### src/rtl/imm_gen_pipe.sv
// imm_gen_pipe: RISC-V immediate generator with a 1-cycle result register and
// a one-entry skid buffer. Supports XLEN of 32 or 64 only.
`default_nettype none

module imm_gen_pipe #(
  parameter int XLEN  = 64,
  parameter int CNT_W = 16
) (
  input  logic             clk,
  input  logic             reset,
  input  logic             in_valid,
  output logic             in_ready,
  input  logic [31:0]      instruction,
  output logic             out_valid,
  input  logic             out_ready,
  output logic [XLEN-1:0]  seinst,
  output logic [2:0]       fmt,
  output logic             illegal,
  output logic [CNT_W-1:0] xfer_count
);

  localparam logic       RV64    = (XLEN == 64);
  localparam logic [2:0] FMT_R   = 3'd0;
  localparam logic [2:0] FMT_I   = 3'd1;
  localparam logic [2:0] FMT_S   = 3'd2;
  localparam logic [2:0] FMT_B   = 3'd3;
  localparam logic [2:0] FMT_U   = 3'd4;
  localparam logic [2:0] FMT_J   = 3'd5;
  localparam logic [2:0] FMT_ILL = 3'd7;

  typedef struct packed {
    logic [XLEN-1:0] imm;
    logic [2:0]      fmt;
    logic            ill;
  } res_t;

  logic [6:0]         opc;
  logic [2:0]         funct3;
  logic               is_shift;
  logic signed [11:0] imm_i;
  logic signed [11:0] imm_s;
  logic signed [12:0] imm_b;
  logic signed [31:0] imm_u;
  logic signed [20:0] imm_j;
  logic [XLEN-1:0]    shamt_op;
  logic [XLEN-1:0]    shamt_w;
  res_t               dec_res;

  assign opc      = instruction[6:0];
  assign funct3   = instruction[14:12];
  assign is_shift = (funct3 == 3'b001) || (funct3 == 3'b101);
  assign imm_i    = instruction[31:20];
  assign imm_s    = {instruction[31:25], instruction[11:7]};
  assign imm_b    = {instruction[31], instruction[7], instruction[30:25],
                     instruction[11:8], 1'b0};
  assign imm_u    = {instruction[31:12], 12'b0};
  assign imm_j    = {instruction[31], instruction[19:12], instruction[20],
                     instruction[30:21], 1'b0};
  // RV64 OP-IMM shifts carry a 6-bit shamt; the word variants only 5 bits.
  assign shamt_op = RV64 ? XLEN'(instruction[25:20]) : XLEN'(instruction[24:20]);
  assign shamt_w  = XLEN'(instruction[24:20]);

  always_comb begin
    dec_res     = '0;
    dec_res.fmt = FMT_ILL;
    dec_res.ill = 1'b1;
    case (opc)
      7'b0000011, 7'b1100111, 7'b1110011: begin
        dec_res.imm = XLEN'(imm_i);
        dec_res.fmt = FMT_I;
        dec_res.ill = 1'b0;
      end
      7'b0010011: begin
        dec_res.imm = is_shift ? shamt_op : XLEN'(imm_i);
        dec_res.fmt = FMT_I;
        dec_res.ill = 1'b0;
      end
      7'b0011011: begin
        if (RV64) begin
          dec_res.imm = is_shift ? shamt_w : XLEN'(imm_i);
          dec_res.fmt = FMT_I;
          dec_res.ill = 1'b0;
        end
      end
      7'b0100011: begin
        dec_res.imm = XLEN'(imm_s);
        dec_res.fmt = FMT_S;
        dec_res.ill = 1'b0;
      end
      7'b1100011: begin
        dec_res.imm = XLEN'(imm_b);
        dec_res.fmt = FMT_B;
        dec_res.ill = 1'b0;
      end
      7'b0110111, 7'b0010111: begin
        dec_res.imm = XLEN'(imm_u);
        dec_res.fmt = FMT_U;
        dec_res.ill = 1'b0;
      end
      7'b1101111: begin
        dec_res.imm = XLEN'(imm_j);
        dec_res.fmt = FMT_J;
        dec_res.ill = 1'b0;
      end
      7'b0110011: begin
        dec_res.fmt = FMT_R;
        dec_res.ill = 1'b0;
      end
      7'b0111011: begin
        if (RV64) begin
          dec_res.fmt = FMT_R;
          dec_res.ill = 1'b0;
        end
      end
      default: ;
    endcase
  end

  res_t             out_q, out_d, skid_q, skid_d;
  logic             out_v_q, out_v_d, skid_v_q, skid_v_d;
  logic [CNT_W-1:0] cnt_q, cnt_d;
  logic             accept, xfer;

  // in_ready comes straight from the skid-valid flop, never from out_ready.
  assign in_ready = ~skid_v_q;
  assign accept   = in_valid & in_ready;
  assign xfer     = out_v_q & out_ready;

  always_comb begin
    out_d    = out_q;
    out_v_d  = out_v_q;
    skid_d   = skid_q;
    skid_v_d = skid_v_q;
    cnt_d    = cnt_q;
    if (xfer) begin
      cnt_d = cnt_q + CNT_W'(1);
    end
    if (!out_v_q || xfer) begin
      // The skid entry is older than anything arriving now, so it goes first;
      // accept cannot coincide with a full skid since in_ready is then low.
      if (skid_v_q) begin
        out_d    = skid_q;
        out_v_d  = 1'b1;
        skid_v_d = 1'b0;
      end else if (accept) begin
        out_d   = dec_res;
        out_v_d = 1'b1;
      end else begin
        out_v_d = 1'b0;
      end
    end else if (accept) begin
      skid_d   = dec_res;
      skid_v_d = 1'b1;
    end
  end

  always_ff @(posedge clk) begin
    if (reset) begin
      out_q    <= '0;
      out_v_q  <= 1'b0;
      skid_q   <= '0;
      skid_v_q <= 1'b0;
      cnt_q    <= '0;
    end else begin
      out_q    <= out_d;
      out_v_q  <= out_v_d;
      skid_q   <= skid_d;
      skid_v_q <= skid_v_d;
      cnt_q    <= cnt_d;
    end
  end

  assign out_valid  = out_v_q;
  assign seinst     = out_q.imm;
  assign fmt        = out_q.fmt;
  assign illegal    = out_q.ill;
  assign xfer_count = cnt_q;

endmodule

`default_nettype wire
### config.mk
export PLATFORM = sky130hd
export DESIGN_NAME = imm_gen_pipe
export DESIGN_NICKNAME = d
export VERILOG_FILES = /design/src/rtl/imm_gen_pipe.sv
export SDC_FILE = /design/constraint.sdc
export NUM_CORES = 1
export LEC_CHECK = 0
export ABC_AREA = 1
export BUFFER_PORTS_ARGS = -buffer_cell sky130_fd_sc_hd__buf_2
export CORE_AREA = 2 2 108 110
export DETAILED_ROUTE_END_ITERATION = 16
export DIE_AREA = 0 0 110 112
export PLACE_DENSITY = 0.68
export SLEW_MARGIN = 20
export SYNTH_ARGS = -nofsm -noshare
export SYNTH_HDL_FRONTEND = slang
export SYNTH_SLANG_ARGS = --single-unit
### constraint.sdc
create_clock -name clk -period 3.95 [get_ports clk]
set_input_delay 0.9875 -clock clk [delete_from_list [all_inputs] [get_ports clk]]
set_output_delay 0.9875 -clock clk [all_outputs]
set_load 0.005 [all_outputs]
* After elaboration in Yosys (flattened, before gate mapping)
Cells that the tools add are included.
** Cells by class
- Add/sub/neg operators :: 1
- Equality and inequality tests :: 14
- Mux-type cells :: 8
- Bitwise logic cells :: 4
- Reduce and logical (&&, ||, !) cells :: 11
** Operators by type and width (number)
- $pmux 64 s7 :: 1
- $mux 68 :: 2
- $mux 64 :: 2
- $eq 7x6->1 const B :: 4
- $eq 7x7->1 const B :: 4
- $pmux 4 s6 :: 1
- $eq 7x5->1 const B :: 3
- $add 16x1->16 const B :: 1
- $eq 7x2->1 const B :: 1
- $reduce_or 2->1 :: 3
- $reduce_or 5->1 :: 1
- $reduce_and 2->1 :: 2
- $eq 3x1->1 const B :: 1
- $eq 3x3->1 const B :: 1
- $reduce_or 3->1 :: 1
- $and 1x1->1 :: 2
- $logic_or 1x1->1 :: 2
- $mux 1 :: 2
- $not 1->1 :: 2
- $reduce_bool 2->1 :: 1
- $logic_not 1->1 :: 1
** Word-level totals
- Flip-flop bits (word level) :: 154
- Bits of input ports :: 36
- Output and inout bits :: 86
- Word-level logic and storage cells :: 47

* Logic depth before layout (Yosys ltp)
- Depth in word-level cells :: 6
- Depth in mapped cells :: 12
- Mapped depth without buffers :: 11

* Worst setup path before layout
Ideal clock, no wire load.
- Path type :: register -> output
- Start point :: register, netlist name seinst[62]
- End point :: output port seinst[32]
- Arrival time :: 1.063 ns
- Required time :: 2.963 ns
- Slack :: 1.900 ns
- Stages on the path, launching flop included :: 2
- Buffers on the path :: 1
- Path through :: dfxtp_1 buf_4
** RTL lines
- to (decl) :: RTL line 16 : output logic [XLEN-1:0] seinst,

* Worst setup path after layout
- Start point :: input port instruction[4]
- End point :: register out_q (netlist bit seinst[24])
** Between the ends
- Longest elaborated chain between the ends :: 5
- Elaborated cells between the ends (all ways) :: 15
- Classes of those cells :: 10 x eq/ne; 3 x mux; 2 x reduce/logical
** RTL lines
- from (decl) :: RTL line 13 : input logic [31:0] instruction,
- $eq 7x2->1 (tied with other cells) :: RTL line 67 : case (opc)
- $reduce_or 3->1 or $reduce_or 2->1 (tied branches) :: RTL line 67
- $pmux 64 s7 * :: RTL line 67
- $mux 68 * :: RTL line 145 : end else if (accept) begin
- $mux 68 * :: RTL line 141 : if (skid_v_q) begin
- to (signal assigned) :: RTL line 165 : out_q <= out_d;
- to (decl) :: RTL line 119 : res_t out_q, out_d, skid_q, skid_d;
Mark *: on every way between the ends. The rest lies on a longest branch, timed or not. The select of a mux whose other input is x is not followed.
A chain may end at the register's enable or synchronous reset.

==> results.md <==
* Total global routing overflow at 0
* Compound-Gate Fraction of Synth Area at a little under a fifth
* Crit Path Category: in -> reg
* TNS Setup at 0 ps
* Root Buffer: clkbuf_16
* Pre-CTS setup slack at about 800 ps
* Cells on worst reg2reg path at 7
* Met1 Use GR at between 20 and 30%
* Startpoint Class: input port
* Worst r2r dst: skid_q[6]$_SDFFE_PP0P_
* FF-to-FF setup slack at around 1900 ps
* Slew Viols, Final at 0
* Die H at around 110 um
* Fin nets at 833
* Port Buffer Count at around 120
* Synth Area in Simple Gates at between 20% and 30%
* Tcrit/Tclk final at a little under three quarters
* Largest net degree at the start of global routing at 74
* CP dominant cell by count: nand2_1
* Wire length per cell at roughly 13 um
* Die width at between 100 and 150 um
* Final WL at between 10 and 15 mm
* Drt first pass iters at 5
* CTS tree: done
* Top delay family on crit path: simple AND/OR/NAND/NOR gates
* Initial antenna violation count at 0
* Prevailing post-synth register cell: dfxtp_1
* Final Non-Filler Cells at approximately 940
* Final Hold Viols at 0
* First-pass GRT wire length at about 21 mm
* Layout fillers at around 1100
* Mapped Nets at 771
* PwrDens at between 300 and 400 nW/um^2
* CP Data Arrival Time at around 3100 ps
* Crit path buf inv count at 3
* Placed inst area at between 5000 and 6000 sq um
* Slowest cell on the critical path: nand2_2
* M2 GR Usage at 35.1%
* Via/cell ratio at around 5.2
* Worst setup startpoint: instruction[4]
* Max-cap viol count at 0
* Post-synthesis adder-cell area fraction at less than 1%
* Register bit total from synthesis at 90
* Post-Synth XOR/XNOR Area at less than 1%
* Post-Syn Area at just under 5000 sq um
* Yosys top cell by area: dfxtp_1
* Required time of the worst setup path at ~4200 ps
* GRT Total Usage at roughly 22%
* Placed cells at around 930
* RSZ-0062 raised after global routing: false
* Distinct cells, synth at 30
* CTS buffer count at 9
* Crit path to: seinst[24]$_SDFFE_PP0P_
* Design Area, Final at 5560 sq um
* Synth warn at 0
* DRT iter0 DRCs at roughly 430
* Mapped Avg Cell Area at approximately 6.7 sq um
* Vias in the first global route at approximately 4600
* Crit path depth at 12
* Antenna Nets Post-Route at 0
* Detailed Place HPWL at 8.39 mm
* Minimum clock period at 2810 ps
* Area Growth Syn to Fin at 13.7%
* I/O pin count at roughly 120
* H-tree depth at 3
* M3 GR Usage at under 10%
* Vias after detailed routing at 4942
* Post-synthesis sequential area ratio at between 30% and 40%
* Postcts setup bufs at 0
* Reg clk slew, reported paths at roughly 70 ps
* CP Capture Type: flop
* Slowest stage delay, CP at approximately 430 ps
* Max Root-Sink Buffers at 2
* Hold Startpoint: seinst[18]$_SDFFE_PP0P_
* Full die area at 12300 sq um
* Antenna cells at 0
* Most common cell in the netlist: nand2_1
* Layout cells sized above 1 at between 20% and 30%
* Yosys top cell area share at 36.9%
* Final setup fails at 0
* VDD IR-drop max at roughly 230 uV
* EDFF count, synth at 0
* Rel. slew slack at 50.0%
* Worst-path maximum fanout at 42
* Top cells by count, synth: nand2_1, nor2_1, dfxtp_1, a21oi_1, inv_1
* Rows at 39
* GR peak layer: met2
* PostCTS Resize Cnt at 0
* Reg-to-reg startpoint: out_valid$_SDFFE_PP0P_
* Routability cong. at approximately 0.88
* Pleak at roughly 2.8 nW
* # hold bufs at CTS at 0
* Setup WS post-layout at ~1100 ps
* Largest family of logic cells by synthesized area: simple AND/OR/NAND/NOR gates
* Most area-consuming cells after synthesis: dfxtp_1, nand2_1, nor2_1
* Worst-skew pair later-pin latency at 350 ps
* Mux cell area share after synthesis at 0%
* Fmax at roughly 360 MHz
* Worst Tran Pin Value at between 700 and 800 ps
* Cell breakdown of the critical path: buf_2 -> inv_1 -> nand2_1 -> nor2_2 -> nand2_1 -> nand2_1 -> inv_2 -> nand2_1 -> nand2_2 -> nand3_1 -> nand2_1 -> a21oi_1
* Sink Count at 90
* Worst Hold Class: reg -> reg
* Worst Skew at roughly 6.1 ps
* Async SR Flop Fraction at 0%
* Initial Util at 43.7%
* Residual DRC at 0
* Cells after Synth at 734
* Core area at 11200 sq um
* Status: finished, final reports clean
## layer usage
layer	up-vias	share of wire [%]
li1	2503	-
met1	2233	45
met2	188	47
met3	18	6.7
met4	0	1.9
met5	-	0
## cell families (layout without fill, tap and decap cells)
kind of cell,count (synthesis),count (layout)
xor gates and xnor gates,1,1
buffers and inverters,140,206
DFF,90,90
AOI/OAI and AO/OA,164,164
and+or+nand+nor,338,338
adders and majority gates,1,1
## flip-flops by register name, indices dropped and copies added (netlist names)
signal / count
skid_q: 36
xfer_count: 16
illegal: 1
out_valid: 1
seinst: 32
fmt: 3
skid_v_q: 1
## worst reg2reg max path: cells and delay by family, from the launching register on
| family | cells | cell delay (ps) |
|---|---|---|
| flops | 1 | 380 |
| compound gates | 2 | 410 |
| buf+inv | 3 | 660 |
| simple gates | 2 | 540 |
## power by group
part	internal (mW)	switching, mW
Clock	0.490	0.377
Sequential	0.936	0.0166
Combinational	0.0716	0.135
Total	1.50	0.529
## layout by cell type (no fill, tap or decap), types with 2 or more instances in the layout
cell type,n
inv_1,57
a41oi_1,5
inv_2,8
nor3_1,6
o21ai_0,45
a21oi_1,80
clkbuf_16,9
nor2_1,119
nand2_2,6
o21a_1,2
nand2_1,129
clkinv_2,2
nor2_2,4
dfxtp_1,90
nor3b_2,2
buf_2,121
buf_4,5
a31oi_1,17
o21ai_2,3
o211ai_1,12
nand3_1,49
nor2_4,2
nand4_1,17
## how the worst min path moves through the flow
stage | end | slack [ps] | cells past startpoint
finish | seinst[18]$_SDFFE_PP0P_ | 460 | 2
floorplan | xfer_count[14]$_SDFFE_PP0P_ | 460 | 1
CTS | seinst[18]$_SDFFE_PP0P_ | 460 | 2
global route | seinst[27]$_SDFFE_PP0P_ | 490 | 2
global placement | seinst[2]$_SDFFE_PP0P_ | 450 | 2
detailed placement | seinst[18]$_SDFFE_PP0P_ | 450 | 2
## layout make-up
class	instances	area, sq um	area share, %
clock buffer	9	225	4.05
clock inverter	6	67.6	1.22
inverter	65	244	4.39
multi-input combinational	504	2400	43.1
sequential	90	1800	32.4
tap	143	179	3.22
timing repair buffer	126	643	11.6
## per-stage QoR
stage | utilization (%) | hold slack (ps) | power, mW
after floorplan | - | 458 | 1.11
after global placement | 47.1 | 453 | 1.17
final | 49.7 | 460 | 2.03
after CTS | 49.7 | 464 | 2.05
after global routing | 49.7 | 486 | 2.11
after detailed placement | 47.1 | 453 | 1.18
Power figures use the tool's default switching activity.
